$ cat src/rtl/rm_dispatcher.sv
// Raymarcher work dispatcher: issues raster-order pixels to free cores and
// collects finished colours round-robin into one framebuffer write register.
module rm_dispatcher #(
   parameter int NCORES = 4,
   parameter int H_RES  = 640,
   parameter int V_RES  = 480,
   parameter int CORDW  = 10,
   parameter int ADDRW  = 19
) (
   input  logic                 clk,
   input  logic                 rst,
   input  logic                 frame_start,
   output logic                 busy,
   output logic                 frame_done,
   output logic [NCORES-1:0]    core_start,
   output logic [CORDW-1:0]     core_x,
   output logic [CORDW-1:0]     core_y,
   input  logic [NCORES-1:0]    core_done,
   input  logic [NCORES*24-1:0] core_rgb,
   output logic [NCORES-1:0]    core_ack,
   output logic                 fb_we,
   output logic [ADDRW-1:0]     fb_addr,
   output logic [23:0]          fb_data,
   input  logic                 fb_ready
);

   localparam int PTRW = (NCORES > 1) ? $clog2(NCORES) : 1;

   typedef enum logic [1:0] {IDLE, DISPATCH, DRAIN} state_t;

   state_t            state, state_next;
   logic [CORDW-1:0]  x, y;
   logic [ADDRW-1:0]  addr;
   logic [NCORES-1:0] inflight;
   logic [ADDRW-1:0]  addr_slot [NCORES];
   logic [PTRW-1:0]   rr_ptr;

   logic              issue;
   logic [NCORES-1:0] issue_onehot;
   logic              last_pixel;

   logic              load_en;
   logic              grant;
   logic [PTRW-1:0]   grant_idx;
   logic [NCORES-1:0] grant_onehot;
   logic [ADDRW-1:0]  wb_addr;
   logic [23:0]       wb_data;

   assign last_pixel = (x == CORDW'(H_RES - 1)) && (y == CORDW'(V_RES - 1));

   // Lowest-index core whose inflight bit is clear; a bit cleared by this
   // cycle's ack is still set here, so that core waits one cycle.
   always_comb begin
      // NOTE: every output of a combinational block gets a default first so no latch is inferred.
      issue        = 1'b0;
      issue_onehot = '0;
      if (state == DISPATCH) begin
         for (int i = 0; i < NCORES; i++) begin
            if (!issue && !inflight[i]) begin
               issue           = 1'b1;
               issue_onehot[i] = 1'b1;
            end
         end
      end
   end

   // Round-robin result pick: first search above the last-served core, then wrap.
   always_comb begin
      load_en      = !fb_we || fb_ready;
      grant        = 1'b0;
      grant_idx    = '0;
      grant_onehot = '0;
      wb_addr      = '0;
      wb_data      = '0;
      if (load_en) begin
         for (int i = 0; i < NCORES; i++) begin
            if (!grant && core_done[i] && inflight[i] && i > int'(rr_ptr)) begin
               grant           = 1'b1;
               grant_idx       = PTRW'(i);
               grant_onehot[i] = 1'b1;
               wb_addr         = addr_slot[i];
               wb_data         = core_rgb[24*i +: 24];
            end
         end
         for (int i = 0; i < NCORES; i++) begin
            if (!grant && core_done[i] && inflight[i] && i <= int'(rr_ptr)) begin
               grant           = 1'b1;
               grant_idx       = PTRW'(i);
               grant_onehot[i] = 1'b1;
               wb_addr         = addr_slot[i];
               wb_data         = core_rgb[24*i +: 24];
            end
         end
      end
   end

   assign core_ack = grant_onehot;

   always_comb begin
      state_next = state;
      case (state)
         IDLE:     if (frame_start) state_next = DISPATCH;
         DISPATCH: if (issue && last_pixel) state_next = DRAIN;
         DRAIN:    if (inflight == '0 && !fb_we) state_next = IDLE;
         default:  state_next = IDLE;
      endcase
   end

   always_ff @(posedge clk) begin
      // NOTE: sequential state uses non-blocking assignments so every register samples pre-edge values.
      if (rst) begin
         state      <= IDLE;
         busy       <= 1'b0;
         frame_done <= 1'b0;
         core_start <= '0;
         core_x     <= '0;
         core_y     <= '0;
         x          <= '0;
         y          <= '0;
         addr       <= '0;
         inflight   <= '0;
         rr_ptr     <= PTRW'(NCORES - 1);
         fb_we      <= 1'b0;
         fb_addr    <= '0;
         fb_data    <= '0;
      end else begin
         state      <= state_next;
         busy       <= (state_next != IDLE);
         frame_done <= (state == DRAIN) && (state_next == IDLE);
         core_start <= issue_onehot;
         if (issue) begin
            core_x <= x;
            core_y <= y;
         end

         if (state == IDLE && frame_start) begin
            x    <= '0;
            y    <= '0;
            addr <= '0;
         end else if (issue) begin
            addr <= addr + ADDRW'(1);
            if (x == CORDW'(H_RES - 1)) begin
               x <= '0;
               y <= y + CORDW'(1);
            end else begin
               x <= x + CORDW'(1);
            end
         end

         inflight <= (inflight | issue_onehot) & ~grant_onehot;

         if (load_en) begin
            fb_we <= grant;
            if (grant) begin
               fb_addr <= wb_addr;
               fb_data <= wb_data;
            end
         end
         if (grant) rr_ptr <= grant_idx;
      end
   end

   // NOTE: address slots are plain storage qualified by inflight, so they carry no reset.
   always_ff @(posedge clk) begin
      for (int i = 0; i < NCORES; i++) begin
         if (issue_onehot[i]) addr_slot[i] <= addr;
      end
   end

endmodule

$ cat config.mk
export PLATFORM = sky130hd
export DESIGN_NAME = rm_dispatcher
export DESIGN_NICKNAME = d
export VERILOG_FILES = /design/src/rtl/rm_dispatcher.sv
export SDC_FILE = /design/constraint.sdc
export NUM_CORES = 1
export LEC_CHECK = 0
export ABC_CLOCK_PERIOD_IN_PS = 5000
export BUFFER_PORTS_ARGS = -buffer_cell sky130_fd_sc_hd__buf_2
export CELL_PAD_IN_SITES_DETAIL_PLACEMENT = 1
export CELL_PAD_IN_SITES_GLOBAL_PLACEMENT = 1
export CORE_ASPECT_RATIO = 1.1
export CORE_MARGIN = 5
export CORE_UTILIZATION = 46
export CTS_BUF_LIST = sky130_fd_sc_hd__clkbuf_4 sky130_fd_sc_hd__clkbuf_8 sky130_fd_sc_hd__clkbuf_16
export DETAILED_ROUTE_END_ITERATION = 10
export PLACE_DENSITY_LB_ADDON = 0.05
export SLEW_MARGIN = 40
export SYNTH_ARGS = -nofsm -noshare
export SYNTH_HDL_FRONTEND = slang
export SYNTH_SLANG_ARGS = --single-unit
$ cat constraint.sdc
create_clock -name clk -period 5 [get_ports clk]
set_input_delay 0.25 -clock clk [delete_from_list [all_inputs] [get_ports clk]]
set_output_delay 0.25 -clock clk [all_outputs]
set_load 0.05 [all_outputs]
Yosys cells after proc, flatten, opt, wreduce, memory -nomap -nowiden
Memory sizes are Yosys's and may differ from the RTL's.
Index checks and enable logic that the tools add are counted.
- eq/ne operators: 4
- divide/modulo/power cells: 0
- reductions and logical operators: 51
- order comparisons: 6
- mux-type cells: 77
- $add $sub $neg: 3
- bitwise operators: 3
- shift operators: 0
- multipliers: 0
- operators by type and width (kind ; count):
    $mux W19 ; 10
    $mux W24 ; 7
    $reduce_or A19 Y1 ; 3
    $mux W1 ; 43
    $logic_and A1 B1 Y1 ; 27
    $mux W2 ; 13
    $add A10 B1 Y10 const B ; 2
    $add A19 B1 Y19 const B ; 1
    $logic_not A1 Y1 ; 13
    $eq A10 B10 Y1 const B ; 1
    $eq A10 B9 Y1 const B ; 1
    $mux W10 ; 1
    $mux W4 ; 2
    $pmux W2 S3 ; 1
    $and A4 B4 Y4 ; 1
    $gt A2 B2 Y1 const A ; 2
    $le A2 B2 Y1 const A ; 2
    $logic_not A2 Y1 ; 2
    $logic_not A4 Y1 ; 1
    $not A4 Y4 ; 1
    $or A4 B4 Y4 ; 1
    $reduce_and A2 Y1 ; 2
    $eq A2 B1 Y1 const B ; 1
    $eq A2 B2 Y1 const B ; 1
    5 further kinds ; 5
- bits in read-only memories: 0
- output and inout port bits: 74
- memory bits (writable): 76
- memories kept: 1
- bits of input ports: 104
- bits in latches: 0
- bits in registers: 117
- logic and storage cells: 159
- memory list (memory ; words ; width ; rd ports ; clocked after Yosys merged registers in ; wr ports ; RTL line ; RTL):
    addr_slot ; 4 ; 19 ; 4 ; 0 ; 1 ; 35 ; logic [ADDRW-1:0] addr_slot [NCORES];

Logic depth before layout (Yosys ltp)
- depth after elaboration: 41
- gate-level depth with buffers: 8
- mapped depth without buffers: 6

Worst setup path before layout
Ideal clock, no wire load.
- path type: flip-flop to output port
- start: reg inflight[1]
- end: out core_ack[2]
- path buffers: 3
- required time: 4750 ps
- stages on the path, launching flop included: 8
- path slack: 2510 ps
- data arrival time: 2240 ps
- path through: dfxtp_1 buf_2 a22o_2 a2111oi_4 buf_2 buf_2 a21oi_1 nor2_1
- cells in the longest elaborated chain, start to end: 33
- elaborated cells between the ends (all ways): 34
- those cells by class: 13 x mux; 21 x reduce/logical
- RTL lines (what ; RTL line ; RTL):
    start: declaration ; 34 ; logic [NCORES-1:0] inflight;
    start signal: assignment ; 150 ; inflight <= (inflight | issue_onehot) & ~grant_onehot;
    $logic_and A1 B1 Y1 (2 in series) ; 77 ; if (!grant && core_done[i] && inflight[i] && i > int'(rr_ptr)) begin
    $mux W1 ; 77 ;
    $mux W1 ; 75 ; if (load_en) begin
    $logic_not A1 Y1 ; 77 ;
    $logic_and A1 B1 Y1 (3 in series) ; 77 ;
    $mux W1 ; 77 ;
    $mux W1 ; 75 ;
    $logic_not A1 Y1 ; 77 ;
    [... 10 more ...] ; n/a ;
    $logic_not A1 Y1 ; 86 ; if (!grant && core_done[i] && inflight[i] && i <= int'(rr_ptr)) begin
    $logic_and A1 B1 Y1 (3 in series) ; 86 ;
    $mux W1 ; 86 ;
    $mux W1 ; 75 ;
    $logic_not A1 Y1 ; 86 ;
    $logic_and A1 B1 Y1 (3 in series) ; 86 ;
    $mux W1 (*) ; 86 ;
    $mux W4 (*) ; 75 ;
    end: declaration ; 20 ; output logic [NCORES-1:0] core_ack,
Every way passes the cells marked *; elsewhere a longest branch is shown, timed or not. The select of a mux whose other input is x is not followed.

Worst setup path in the final report
- start: reg rr_ptr[1]
- end: out core_ack[1]
- cells in the longest elaborated chain, start to end: 27
- elaborated cells between the ends (all ways): 30
- those cells by class: 4 x order compare; 10 x mux; 16 x reduce/logical
- RTL lines (what ; RTL line ; RTL):
    start: declaration ; 36 ; logic [PTRW-1:0] rr_ptr;
    start signal: assignment ; 122 ; rr_ptr <= PTRW'(NCORES - 1);
    start signal: assignment ; 159 ; if (grant) rr_ptr <= grant_idx;
    $gt A1 B2 Y1 ; 77 ;
    $logic_and A1 B1 Y1 ; 77 ;
    $mux W1 ; 77 ;
    $mux W1 ; 75 ;
    $logic_not A1 Y1 ; 77 ;
    $logic_and A1 B1 Y1 (3 in series) ; 77 ;
    $mux W1 ; 77 ;
    $mux W1 ; 75 ;
    [... 6 more ...] ; n/a ;
    $logic_not A1 Y1 ; 86 ;
    $logic_and A1 B1 Y1 (2 in series) ; 86 ;
    $mux W1 ; 86 ;
    $mux W1 ; 75 ;
    $logic_not A1 Y1 ; 86 ;
    $logic_and A1 B1 Y1 (3 in series) ; 86 ;
    $mux W1 (*) ; 86 ;
    $mux W4 (*) ; 75 ;
Marks and branches as above.

==> results_tabular.tex <==
\begin{tabular}{lr}
\hline
Metric & Value \\
\hline
\multicolumn{2}{l}{\textbf{Timing}} \\
RSZ-0062 raised after global routing & false \\
Final worst path period share & 64.1\% \\
Number of failing hold endpoints at the final stage & 0 \\
Count of final setup violators & 0 \\
Worst clock skew & 0.0143 ns \\
Max transition margin & between 40\% and 50\% \\
Highest clock rate & $\sim$310 MHz \\
Clock period minus worst slack & 3.21 ns \\
Smallest hold slack & 0.119 ns \\
Final-report max-slew violation count & 0 \\
Sum Neg Setup Slack & 0 ns \\
Least-Margin Pin Slew & between 0.7 and 0.8 ns \\
\multicolumn{2}{l}{\textbf{GRT}} \\
Overflow left after global routing & 0 \\
GRT Resource Usage Total & 25.0\% \\
Maximum number of pins on one net before global-route repair & 45 \\
First-pass GRT wire length & 44100 um \\
Via count of the first global-routing pass & slightly above 8000 \\
Antenna violations before repair & 0 \\
\multicolumn{2}{l}{\textbf{Drt}} \\
Post-Route WL & 28400 um \\
Via Count & 7872 \\
Final antenna-violating net count & 0 \\
Wirelength per Cell & between 20 and 25 um \\
Post-route DRC violation count & 0 \\
Drt initial violations & 581 \\
Drt first pass iters & 5 \\
Post-detailed-route via-to-cell ratio & 6.08 \\
\multicolumn{2}{l}{\textbf{Finish}} \\
Layout-stage area growth over the synthesis result & 19.3\% \\
Filler cell count in the final layout & 2187 \\
Fraction of layout instances using a drive strength above 1 & 24.8\% \\
Number of diodes & 0 \\
Number of nets in the layout & 1142 \\
\multicolumn{2}{l}{\textbf{Synth}} \\
Primary FF master, synth & dfxtp\_1 \\
Cell types occupying the most area after synthesis & dfxtp\_1 (26\%), edfxtp\_1 (25\%), nor2\_1 (3.9\%) \\
Share of async-settable or async-resettable flops after synthesis & 0\% \\
Sequential element share of the synthesized area & 51.6\% \\
Post-synthesis cell type with the largest combined area & dfxtp\_1 \\
Number of warning messages in the yosys log & 0 \\
Most used standard cells in the synthesized netlist & dfxtp\_1 (117), nor2\_1 (93), edfxtp\_1 (76), nand2\_1 (68), clkbuf\_1 (53) \\
Syn avg cell area & roughly 10 sq um \\
Mapped Nets & 995 \\
Synthesized instance count & 888 \\
Fraction of synthesized cell area taken by the top area cell type & between 20\% and 30\% \\
Most frequent cell after synthesis & dfxtp\_1 \\
Post-Syn Area & 8960 sq um \\
Number of enable-type register cells in the synthesized netlist & 76 \\
Post-synthesis cell type count & 67 \\
Flops \& latches, synth & slightly below 200 \\
\multicolumn{2}{l}{\textbf{Clocking}} \\
Number of buffers inserted to repair setup after CTS & 0 \\
Hold\_buf cts & 0 \\
H-tree depth & 4 \\
Number of gates resized after CTS & 0 \\
CTS tree & built \\
Clock Pin Slew Worst Setup and Hold Paths & 0.07 ns \\
Clock Root Buffer & clkbuf\_16 \\
Num CTS Buffers & 17 \\
CTS sink cnt & 193 \\
Clock buffer depth & 2 \\
Clk Latency, worst-skew pair & 0.43 ns \\
\multicolumn{2}{l}{\textbf{Worst setup path}} \\
FF-to-FF path depth & 7 \\
CP endpoint kind & output port \\
Termination of the worst setup path & core\_ack[1] \\
Cell chain of the critical path & nand2\_1 > a221oi\_2 > buf\_4 > a21o\_1 > and2\_1 > buf\_2 \\
Critical Path Fanout Max & 11 \\
Cell with the largest stage delay on the worst path & a221oi\_2 \\
Worst reg2reg path endpoint & fb\_addr[13]\$\_SDFFE\_PP0P\_ \\
Setup slack, reg-to-reg & 2.20 ns \\
Largest stage delay on the critical path & 0.63 ns \\
Kind of critical path & reg2out \\
Source of the worst register-to-register timing path & rr\_ptr[1]\$\_SDFFE\_PP1P\_ \\
Critical path launch point & rr\_ptr[1]\$\_SDFFE\_PP1P\_ \\
Required time at the worst-slack endpoint & approximately 4.8 ns \\
Worst endpoint data arrival time & 2.96 ns \\
Critical path launch point type & flip-flop \\
\multicolumn{2}{l}{\textbf{Floorplanning}} \\
Die boundary height & 156 um \\
Placeable core area & $\sim$19000 sq um \\
Initial Util & between 40\% and 50\% \\
Area of the die & 22400 sq um \\
I/O Pins & around 180 \\
Cell row count & 53 \\
Die Width & 143 um \\
\multicolumn{2}{l}{\textbf{Placed design}} \\
Input/output buffers & 177 \\
Placer congestion estimate & $\sim$0.86 \\
HPWL after DPL & 19000 um \\
\multicolumn{2}{l}{\textbf{Min path}} \\
Hold depth & 3 \\
Launch instance of the worst min-delay path & core\_rgb[63] \\
Type of the tightest min-delay check & in2reg \\
\multicolumn{2}{l}{\textbf{Run status}} \\
Status & finished, final reports clean \\
\multicolumn{2}{l}{\textbf{Pwr}} \\
Peak supply drop & approximately 0.00029 V \\
Power Density & 322 nW/um\^{}2 \\
Cell leakage power & 4.04 nW \\
\multicolumn{2}{l}{\textbf{Job}} \\
Maximum capacitance violations & 0 \\
\hline
\end{tabular}
area by class of cell:
cell class                      count  area, sq um  area share, %
Sequential cell                   193         4620           43.2
Clock inverter                     14          176           1.65
Clock buffer                       18          433           4.05
Tap cell                          247          309           2.89
Timing Repair Buffer              201         1100           10.2
Multi-Input combinational cell    615         4030           37.7
Inverter                            7         26.3          0.246
layout by cell type, fill, tap and decap left out, drive strengths merged, types with 3 or more instances in the layout:
master / instances
clkbuf: 18
o221ai: 4
nor3: 18
a221oi: 19
nand2: 68
dfxtp: 117
a222oi: 7
nor4: 12
or3: 6
buf: 201
and2: 13
a2111oi: 6
a22oi: 33
xor2: 13
a2bb2oi: 36
nor3b: 15
clkinv: 3
nand4: 11
or4: 3
ha: 3
edfxtp: 76
a21oi: 51
clkinvlp: 3
a21boi: 7
nor2: 94
o2bb2ai: 4
and4: 5
o22ai: 14
inv: 13
xnor2: 17
o21ai: 31
a221o: 21
nand2b: 5
a311oi: 25
and3: 33
nand3: 18
through the flow:
stage | instance area, sq um | util (%) | power [mW] | cells | worst slack, ns
2_1_floorplan | 8960 | - | 1.94 | 888 | 2.51
3_3_place_gp | 10000 | 52.2 | 2.06 | 1258 | 2.08
3_5_place_dp | 10100 | 52.6 | 2.08 | 1263 | 2.26
4_1_cts | 10700 | 55.8 | 3.46 | 1295 | 1.80
5_1_grt | 10700 | 55.8 | 3.57 | 1295 | 1.69
6_report | 10700 | 55.8 | 3.44 | 1295 | 1.79
worst min path at each step:
stage / endpoint / slack (ns)
global placement: core_y[6]$_SDFFE_PP0P_ / 0.44
detailed placement: core_y[6]$_SDFFE_PP0P_ / 0.45
floorplan: fb_data[14]$_SDFFE_PP0P_ / 0.44
global route: fb_data[15]$_SDFFE_PP0P_ / 0.11
finish: fb_data[15]$_SDFFE_PP0P_ / 0.12
CTS: fb_data[15]$_SDFFE_PP0P_ / 0.11
sequential cells by signal, indices dropped and copies added (netlist names):
register,flops
core_start,4
addr_slot,76
state,2
core_x,10
fb_we,1
core_y,10
busy,1
fb_addr,19
rr_ptr,2
inflight,4
x,10
addr,19
y,10
frame_done,1
fb_data,24
critical path: cells and delay by family, from the launching register on:
family / cells / cell delay, ns
buffers and inverters: 2 / 0.58
and+or+nand+nor: 2 / 0.45
DFF: 1 / 0.54
AOI/OAI and AO/OA: 2 / 0.94
report_power, final:
group	internal, mW	switching [mW]
combinational	0.110	0.238
sequential	1.67	0.0274
clock	0.763	0.636
total	2.54	0.901
logic make-up (layout without fill, tap and decap cells):
kind of cell | after synthesis | in the layout | synth area share (%)
and+or+nand+nor | 311 | 311 | 18.2
AOI/OAI and AO/OA | 270 | 270 | 22.9
DFF | 193 | 193 | 51.6
buffers and inverters | 80 | 240 | 3.91
xor gates and xnor gates | 30 | 30 | 2.93
adders and majority gates | 3 | 3 | 0.419
muxes | 1 | 1 | 0.126
metal layers:
| metal | track usage [%] | routed length (um) | vias to the layer above |
|---|---|---|---|
| met5 | 0 | 0 | - |
| met4 | 5.98 | 376 | 0 |
| met3 | 4.31 | 1560 | 33 |
| met2 | 44.0 | 14400 | 226 |
| met1 | 32.0 | 12100 | 3905 |
| li1 | - | - | 3708 |
Power figures use the tool's default switching activity.
